`src/rtl/alarm_annunciator_if.sv`:
```
// Signal bundle between the monitoring FSM / operator panel and the alarm annunciator.
// The prueba lamp-test input is present only when ANNUNCIATOR_LAMP_TEST_EN is defined.
interface alarm_annunciator_if;
    logic       alarma2;
    logic       alarma3;
    logic       reconocer;
`ifdef ANNUNCIATOR_LAMP_TEST_EN
    logic       prueba;
`endif
    logic       sirena;
    logic       luz_roja;
    logic       luz_amarilla;
    logic [1:0] nivel;
    logic       silenciada;

    modport master (
`ifdef ANNUNCIATOR_LAMP_TEST_EN
        output prueba,
`endif
        output alarma2, alarma3, reconocer,
        input  sirena, luz_roja, luz_amarilla, nivel, silenciada
    );

    modport slave (
`ifdef ANNUNCIATOR_LAMP_TEST_EN
        input  prueba,
`endif
        input  alarma2, alarma3, reconocer,
        output sirena, luz_roja, luz_amarilla, nivel, silenciada
    );
endinterface

```
`src/rtl/alarm_annunciator.sv`:
```
// Alarm annunciator: latches and escalates alarm severity, blinks the lamps, silences the siren on acknowledge.
// Optional lamp test (prueba input) is enabled by defining ANNUNCIATOR_LAMP_TEST_EN.
module alarm_annunciator #(
    parameter int CLK_DIV     = 4,
    parameter int SILENCE_CYC = 10
) (
    input  logic               clk,
    input  logic               rst,
    alarm_annunciator_if.slave bus
);

    localparam int CW = (CLK_DIV > 1) ? $clog2(CLK_DIV) : 1;
    localparam int TW = (SILENCE_CYC > 1) ? $clog2(SILENCE_CYC) : 1;
    localparam logic [CW-1:0] CNT_MAX = CW'(CLK_DIV - 1);
    localparam logic [TW-1:0] TMR_MAX = TW'(SILENCE_CYC - 1);

    localparam logic [1:0] S_IDLE     = 2'd0;
    localparam logic [1:0] S_ALERT    = 2'd1;
    localparam logic [1:0] S_SILENCED = 2'd2;

    localparam logic [1:0] LVL_NONE = 2'd0;
    localparam logic [1:0] LVL_WARN = 2'd1;
    localparam logic [1:0] LVL_CRIT = 2'd2;

    logic [1:0]    state, state_n;
    logic [1:0]    nivel_q, nivel_n;
    logic [CW-1:0] cnt, cnt_n;
    logic          phase, phase_n;
    logic [TW-1:0] timer, timer_n;
    logic          reconocer_q;

    logic          sirena_q, roja_q, amarilla_q, silenciada_q;
    logic          sirena_n, roja_n, amarilla_n, silenciada_n;

    logic [1:0]    req;
    logic          ack_edge;
    logic          lamp_test;
    logic          lamp_on;

    always_comb begin
        if (bus.alarma3)      req = LVL_CRIT;
        else if (bus.alarma2) req = LVL_WARN;
        else                  req = LVL_NONE;
    end

    assign ack_edge = bus.reconocer & ~reconocer_q;

`ifdef ANNUNCIATOR_LAMP_TEST_EN
    assign lamp_test = bus.prueba;
`else
    assign lamp_test = 1'b0;
`endif

    always_comb begin
        state_n = state;
        nivel_n = nivel_q;
        cnt_n   = cnt;
        phase_n = phase;
        timer_n = timer;
        case (state)
            S_IDLE: begin
                if (req != LVL_NONE) begin
                    state_n = S_ALERT;
                    nivel_n = req;
                    cnt_n   = '0;
                    phase_n = 1'b1;
                end
            end
            S_ALERT: begin
                // Escalation wins over a simultaneous acknowledge; that edge is lost.
                if (req > nivel_q) begin
                    nivel_n = req;
                    cnt_n   = '0;
                    phase_n = 1'b1;
                end else if (ack_edge) begin
                    state_n = S_SILENCED;
                    timer_n = TMR_MAX;
                end else if (cnt == CNT_MAX) begin
                    cnt_n   = '0;
                    phase_n = ~phase;
                end else begin
                    cnt_n = cnt + 1'b1;
                end
            end
            S_SILENCED: begin
                if (req == LVL_NONE) begin
                    state_n = S_IDLE;
                    nivel_n = LVL_NONE;
                end else if (req > nivel_q) begin
                    state_n = S_ALERT;
                    nivel_n = req;
                    cnt_n   = '0;
                    phase_n = 1'b1;
                end else if (timer == '0) begin
                    state_n = S_ALERT;
                    cnt_n   = '0;
                    phase_n = 1'b1;
                end else begin
                    timer_n = timer - 1'b1;
                end
            end
            default: begin
                state_n = S_IDLE;
                nivel_n = LVL_NONE;
            end
        endcase
    end

    // Outputs are decoded from next-state values so every output is a flop.
    always_comb begin
        lamp_on      = ((state_n == S_ALERT) && phase_n) || (state_n == S_SILENCED);
        sirena_n     = (state_n == S_ALERT);
        silenciada_n = (state_n == S_SILENCED);
        roja_n       = lamp_on && (nivel_n == LVL_CRIT);
        amarilla_n   = lamp_on && (nivel_n == LVL_WARN);
        if ((state_n == S_IDLE) && lamp_test) begin
            sirena_n   = 1'b1;
            roja_n     = 1'b1;
            amarilla_n = 1'b1;
        end
    end

    always_ff @(posedge clk) begin
        if (rst) begin
            state        <= S_IDLE;
            nivel_q      <= LVL_NONE;
            cnt          <= '0;
            phase        <= 1'b0;
            timer        <= '0;
            reconocer_q  <= 1'b0;
            sirena_q     <= 1'b0;
            roja_q       <= 1'b0;
            amarilla_q   <= 1'b0;
            silenciada_q <= 1'b0;
        end else begin
            state        <= state_n;
            nivel_q      <= nivel_n;
            cnt          <= cnt_n;
            phase        <= phase_n;
            timer        <= timer_n;
            reconocer_q  <= bus.reconocer;
            sirena_q     <= sirena_n;
            roja_q       <= roja_n;
            amarilla_q   <= amarilla_n;
            silenciada_q <= silenciada_n;
        end
    end

    assign bus.sirena       = sirena_q;
    assign bus.luz_roja     = roja_q;
    assign bus.luz_amarilla = amarilla_q;
    assign bus.nivel        = nivel_q;
    assign bus.silenciada   = silenciada_q;

endmodule

```
`src/flat_wrapper.sv`:
```
// flat-port wrapper written by rule: the top's interface ports become plain ports
module alarm_annunciator_flat 
#(
    parameter int CLK_DIV     = 4,
    parameter int SILENCE_CYC = 10
)
  (clk, rst, bus_alarma2, bus_alarma3, bus_reconocer, bus_sirena, bus_luz_roja, bus_luz_amarilla, bus_nivel, bus_silenciada);
  alarm_annunciator_if bus_i ();
  input  logic clk;
  input  logic rst;
  input wire logic [$bits(bus_i.alarma2)-1:0] bus_alarma2;
  input wire logic [$bits(bus_i.alarma3)-1:0] bus_alarma3;
  input wire logic [$bits(bus_i.reconocer)-1:0] bus_reconocer;
  output wire logic [$bits(bus_i.sirena)-1:0] bus_sirena;
  output wire logic [$bits(bus_i.luz_roja)-1:0] bus_luz_roja;
  output wire logic [$bits(bus_i.luz_amarilla)-1:0] bus_luz_amarilla;
  output wire logic [$bits(bus_i.nivel)-1:0] bus_nivel;
  output wire logic [$bits(bus_i.silenciada)-1:0] bus_silenciada;
  assign bus_i.alarma2 = bus_alarma2;
  assign bus_i.alarma3 = bus_alarma3;
  assign bus_i.reconocer = bus_reconocer;
  assign bus_sirena = bus_i.sirena;
  assign bus_luz_roja = bus_i.luz_roja;
  assign bus_luz_amarilla = bus_i.luz_amarilla;
  assign bus_nivel = bus_i.nivel;
  assign bus_silenciada = bus_i.silenciada;
  alarm_annunciator #(.CLK_DIV(CLK_DIV), .SILENCE_CYC(SILENCE_CYC)) u_core (.clk(clk), .rst(rst), .bus(bus_i));
endmodule
```
`config.mk`:
```
export PLATFORM = sky130hd
export DESIGN_NAME = alarm_annunciator_flat
export DESIGN_NICKNAME = d
export VERILOG_FILES = /design/src/rtl/alarm_annunciator_if.sv /design/src/rtl/alarm_annunciator.sv /design/src/flat_wrapper.sv
export SDC_FILE = /design/constraint.sdc
export NUM_CORES = 1
export LEC_CHECK = 0
export ABC_CLOCK_PERIOD_IN_PS = 1950
export BUFFER_PORTS_ARGS = -buffer_cell sky130_fd_sc_hd__buf_2
export CELL_PAD_IN_SITES_DETAIL_PLACEMENT = 0
export CELL_PAD_IN_SITES_GLOBAL_PLACEMENT = 2
export CORE_AREA = 8 8 64 66
export DETAILED_ROUTE_END_ITERATION = 8
export DIE_AREA = 0 0 72 74
export GPL_ROUTABILITY_DRIVEN = 0
export GPL_TIMING_DRIVEN = 0
export PLACE_DENSITY = 0.76
export SYNTH_ARGS = -nofsm -noshare
export SYNTH_HDL_FRONTEND = slang
export SYNTH_SLANG_ARGS = --single-unit
export TNS_END_PERCENT = 10
```
`constraint.sdc`:
```
create_clock -name clk -period 1.95 [get_ports clk]
set_clock_uncertainty 0.2 [all_clocks]
set_input_delay 0.39 -clock clk [delete_from_list [all_inputs] [get_ports clk]]
set_output_delay 0.39 -clock clk [all_outputs]
set_load 0.05 [all_outputs]
```
Word-level counts from Yosys, hierarchy flattened
Cells that the tools add are included.
{"block": "totals", "register_bits": 16, "in_bits": 5, "out_inout_bits": 6, "wordCells": 78}
{"block": "classes", "addsub": 2, "order_cmp": 1, "n_eq_ne": 15, "n_mux": 35, "bitwise": 3, "reduce_logical": 12}
{"operator": "$mux 2", "count": 17}
{"operator": "$mux 4", "count": 5}
{"operator": "$pmux 2 s3", "count": 3}
{"operator": "$eq 2x2->1 const B", "count": 4}
{"operator": "$mux 1", "count": 8}
{"operator": "$ne 2x2->1 const B", "count": 4}
{"operator": "$pmux 4 s2", "count": 1}
{"operator": "$eq 2x1->1 const B", "count": 3}
{"operator": "$reduce_and 6->1", "count": 1}
{"operator": "$reduce_and 5->1", "count": 1}
{"operator": "$logic_not 2->1", "count": 2}
{"operator": "$logic_not 4->1", "count": 1}
{"operator": "$ne 2x1->1 const B", "count": 2}
{"operator": "$reduce_bool 2->1", "count": 2}
{"operator": "$sub 4x1->4 const B", "count": 1}
{"operator": "$logic_and 1x1->1", "count": 3}
{"operator": "$ne 3x1->1 const B", "count": 1}
{"operator": "$ne 3x3->1 const B", "count": 1}
{"operator": "$pmux 1 s3", "count": 1}
{"operator": "$reduce_bool 3->1", "count": 1}
{"operator": "$add 2x1->2 const B", "count": 1}
{"operator": "$gt 2x2->1", "count": 1}
{"operator": "$not 1->1", "count": 2}
{"operator": "$and 1x1->1", "count": 1}
{"operator": "$logic_or 1x1->1", "count": 1}

Longest topological paths before layout
{"block": "logic_depth", "word_depth": 10, "mapped_depth": 8, "ltp_nobuf": 8}

Least setup slack after synthesis
OpenSTA, ideal clock, no wires.
{"block": "synth_timing", "path_type": "register to register", "startpoint": "reg u_core.nivel_q[1], in the netlist u_core.bus.nivel[1]", "endpoint": "reg u_core.cnt[0]", "setup_time_ns": 0.070, "t_arrival_ns": 2.198, "t_required_ns": 1.680, "setup_slack_ns": -0.518, "path_stages_with_launch": 8, "n_path_buf": 0, "period_less_slack_ns": 2.468, "cell_sequence": "dfxtp_1 > inv_1 > ha_1 > o21bai_1 > nand2_2 > a21bo_1 > or4_1 > a21oi_1"}
{"block": "synth_via", "elab_chain_len": 4, "elab_cells_between_ends": 8, "classes_between": "order compare: 1; eq/ne: 2; mux: 4; reduce/logical: 1"}
{"item": "start: declaration", "line_no": "alarm_annunciator.sv:26", "rtl": "logic [1:0] nivel_q, nivel_n;"}
{"item": "start signal: assignment", "line_no": "alarm_annunciator.sv:137", "rtl": "nivel_q <= nivel_n;"}
{"item": "$gt 2x2->1 *", "line_no": "alarm_annunciator.sv:71, alarm_annunciator.sv:89"}
{"item": "$mux 2", "line_no": "alarm_annunciator.sv:89", "rtl": "end else if (req > nivel_q) begin"}
{"item": "$mux 2", "line_no": "alarm_annunciator.sv:86", "rtl": "if (req == LVL_NONE) begin"}
{"item": "$pmux 2 s3", "line_no": "alarm_annunciator.sv:60", "rtl": "case (state)"}
{"item": "end signal: assignment", "line_no": "alarm_annunciator.sv:138", "rtl": "cnt <= cnt_n;"}
{"item": "end: declaration", "line_no": "alarm_annunciator.sv:27", "rtl": "logic [CW-1:0] cnt, cnt_n;"}
Mark *: on every way between the ends. The rest lies on a longest branch, timed or not. The select of a mux whose other input is x is not followed.
A chain may end at the register's enable or synchronous reset.

Worst setup path in the final report
{"block": "layout_timing", "startpoint": "reg u_core.timer[1]", "endpoint": "reg u_core.cnt[0]"}
{"block": "layout_via", "elab_chain_len": 3}
{"item": "start: declaration", "line_no": "alarm_annunciator.sv:29", "rtl": "logic [TW-1:0] timer, timer_n;"}
{"item": "start signal: assignment", "line_no": "alarm_annunciator.sv:140", "rtl": "timer <= timer_n;"}
{"item": "$logic_not 4->1", "line_no": "alarm_annunciator.sv:94", "rtl": "end else if (timer == '0) begin"}
{"item": "$ne 3x1->1 (no line)"}
{"item": "$reduce_and 5->1 (no line)"}
Every way passes these cells.

==> results.ini <==
[run_status]
status=complete, but fails checks
violations=setup timing

[critical_path]
cp-start-kind=flop
crit_type=flop to flop
cp_data_required_time_ns=1.97
end_kind=flop
reg2reg_from=u_core.timer[1]$_SDFFE_PP0P_
r2r_cells=7
crit_arrival_ns=2.04
r2r_end=u_core.cnt[0]$_SDFFE_PP0P_
cp_max_fo=6
crit_path_start=u_core.timer[1]$_SDFFE_PP0P_
r2r_slack_ns=-0.08
crit_end=u_core.cnt[0]$_SDFFE_PP0P_

[synth]
seq_area_frac_synth_pct=35.9
yosys-top-cells-area=dfxtp_1, ha_1, nor2_1
synth.distinct_cells=41
syn-num-nets=115
synth_cells=104
ys_warn_count=0
synth-seq-cells=16
yosysTopAreaCell=dfxtp_1
avgSynthCellArea_um2=8.58
syn_area_um2=892
synth_top_area_share_pct=35.9

[global_route]
grt_pass1_wl_um=3510
grt_pass1_vias=783
globalRouteMet1Util_pct=10.2
grt_max_degree=10
use_met2_pct=13.2
antenna_found_initial=0
grt_use_met3_pct=1.89
grt_usage_pct=8.17
overflow=0
grt-busiest-layer=met2

[floorplan]
start_util_pct=28.1
rows=21
io_pins=11
die_area_mm2=0.00533
die_h_um=74
core-area_mm2=0.00318
fp.dieW_um=72

[power_and_ir_drop]
irDropWorstVdd_mv=0.331
p_leak_nw=0.455
power_density_mw_per_mm2=772
power_mw=0.903

[cells_and_area]
antenna_cells=0
fin_nets=131
final_layout_size_suffix_gt1_share_pct=36.1
fin_area_mm2=0.00117
final_cell_mix=nor2_1, dfxtp_1, buf_2, a21oi_1
area_delta_synth_final_pct=31.1

[cts]
root_buffer=clkbuf_4
clk_path_buf_depth=2
clk_pin_slew_ns=0.10
cts_tree=done
clock_sinks=16
numCtsBuffers=3
clk_latency_ns=0.28
htree_num_levels=1

[route]
wirelength_um=2010
wire_per_inst_um=12.2
drtPass1Iterations=4
ant_nets=0
route.detailed.drc=0
post_drt_via_cell_ratio=4.67
drt_first_iter_violations=17
route.vias.total=771

[timing]
tightest_slew_ns=0.478
hold_viol_final=0
max_freq_ghz=0.494
slew_violations=0
timing.final.ws_setup_ns=-0.0752
rsz0062_at_grt=true
period_minus_slack_ns=2.03
finalSetupViolCount=1
slew_headroom_pct=68.2
finalCritPeriodShare_pct=104

[flow_run]
maxCapViolations=0

[placement]
port_buffers=8
dp_hpwl_um=1480
placed_area_mm2=0.00105

[worst_hold_path]
hp-start=bus_reconocer
hp-class=primary input to flop

==> worst min-delay path by stage <==
stage | to | slack, ns | cells past startpoint
floorplan | u_core.cnt[1]$_SDFFE_PP0P_ | 0.24 | 2
global placement | u_core.cnt[1]$_SDFFE_PP0P_ | 0.25 | 2
detailed placement | u_core.cnt[1]$_SDFFE_PP0P_ | 0.25 | 2
CTS | u_core.reconocer_q$_SDFF_PP0_ | 0.14 | 2
global route | u_core.reconocer_q$_SDFF_PP0_ | 0.17 | 2
finish | u_core.reconocer_q$_SDFF_PP0_ | 0.15 | 2
==> sequential cells by signal, summed over array words and instances, names as in the netlist <==
name / flops
u_core.bus.luz_amarilla: 1
u_core.bus.luz_roja: 1
u_core.bus.nivel: 2
u_core.bus.silenciada: 1
u_core.bus.sirena: 1
u_core.cnt: 2
u_core.phase: 1
u_core.reconocer_q: 1
u_core.state: 2
u_core.timer: 4
==> power by group <==
| group | total (mW) | internal (mW) | switching, mW |
|---|---|---|---|
| clock network | 0.219 | 0.114 | 0.106 |
| logic | 0.310 | 0.126 | 0.184 |
| registers | 0.375 | 0.355 | 0.0195 |
| total | 0.903 | 0.594 | 0.309 |
==> cells in the mapped netlist <==
library cell   n
nand3_1        4
maj3_1         1
o21bai_1       1
a21oi_2        1
xor2_1         2
a2bb2oi_1      1
a31oi_1        1
and3b_1        1
a21o_1         2
nor2_1        12
a221oi_1       1
a21oi_1        6
o21ai_2        1
nand2b_1       4
ha_1           6
nand4_1        1
o22ai_1        1
nor2_2         1
nor3b_4        1
o211ai_1       1
nand2_2        1
and2_1         1
nor3_2         1
o21ai_1        1
dfxtp_1       16
nor2b_1        3
buf_4          2
nor3_1         4
nand4bb_1      1
a211oi_1       3
or3_1          1
a21boi_0       2
buf_2          1
or4_1          1
a21bo_1        1
nor4_1         1
o311a_1        1
inv_1          6
o21ai_0        3
clkbuf_1       1
nand2_1        4
==> repair_timing <==
| item | 4_1_cts | 5_1_grt |
|---|---|---|
| cloned | 0 | 0 |
| pin swaps | 2 | 5 |
| setup endpoints to repair | 4 | 6 |
| hold buffers | 0 | 0 |
| gates resized for setup | 5 | 12 |
| buffers inserted | 1 | 2 |
==> routing by layer <==
| metal | vias up | wire length, um |
|---|---|---|
| met5 | - | 0 |
| met4 | 0 | 14 |
| met3 | 2 | 49 |
| met2 | 6 | 901 |
| met1 | 363 | 1040 |
| li1 | 400 | - |
==> critical path: stages, from the launching register on <==
cell and delay (ns):
dfxtp_2 0.35, inv_2 0.07, ha_4 0.12, nor3b_4 0.30
o21ai_2 0.11, a21bo_4 0.24, or4_4 0.42, a21oi_2 0.15
==> area by class of cell <==
cell class / instances / area [um2]
Sequential cell: 16 / 328
Inverter: 6 / 25.0
Tap cell: 46 / 57.6
Buffer: 4 / 27.5
Multi-Input combinational cell: 78 / 633
Timing Repair Buffer: 11 / 62.6
Fill cell: 344 / 2010
Clock buffer: 4 / 36.3
==> logic make-up after synthesis <==
family | count (synthesis) | synth area share (%)
flip-flops | 16 | 35.9
AND/OR/NAND/NOR | 42 | 26.7
XOR/XNOR | 2 | 1.96
buffers and inverters | 10 | 5.19
adder cells (fa/ha/maj) | 7 | 9.54
AO/OA/AOI/OAI | 27 | 20.8
==> metrics by stage <==
stage	worst slack [ns]	hold WS [ns]	util (%)	TNS (ns)	instances
6_report	-0.0752	0.155	36.8	-0.0752	165
5_1_grt	-0.162	0.168	36.8	-0.235	165
4_1_cts	-0.0281	0.143	34.7	-0.0460	163
3_5_place_dp	-0.329	0.253	33.0	-1.10	158
3_3_place_gp	-0.303	0.247	33.0	-1.04	158
2_1_floorplan	-0.0342	0.236	-	-0.0342	104
No activity file was read; power rests on OpenSTA's default activity.
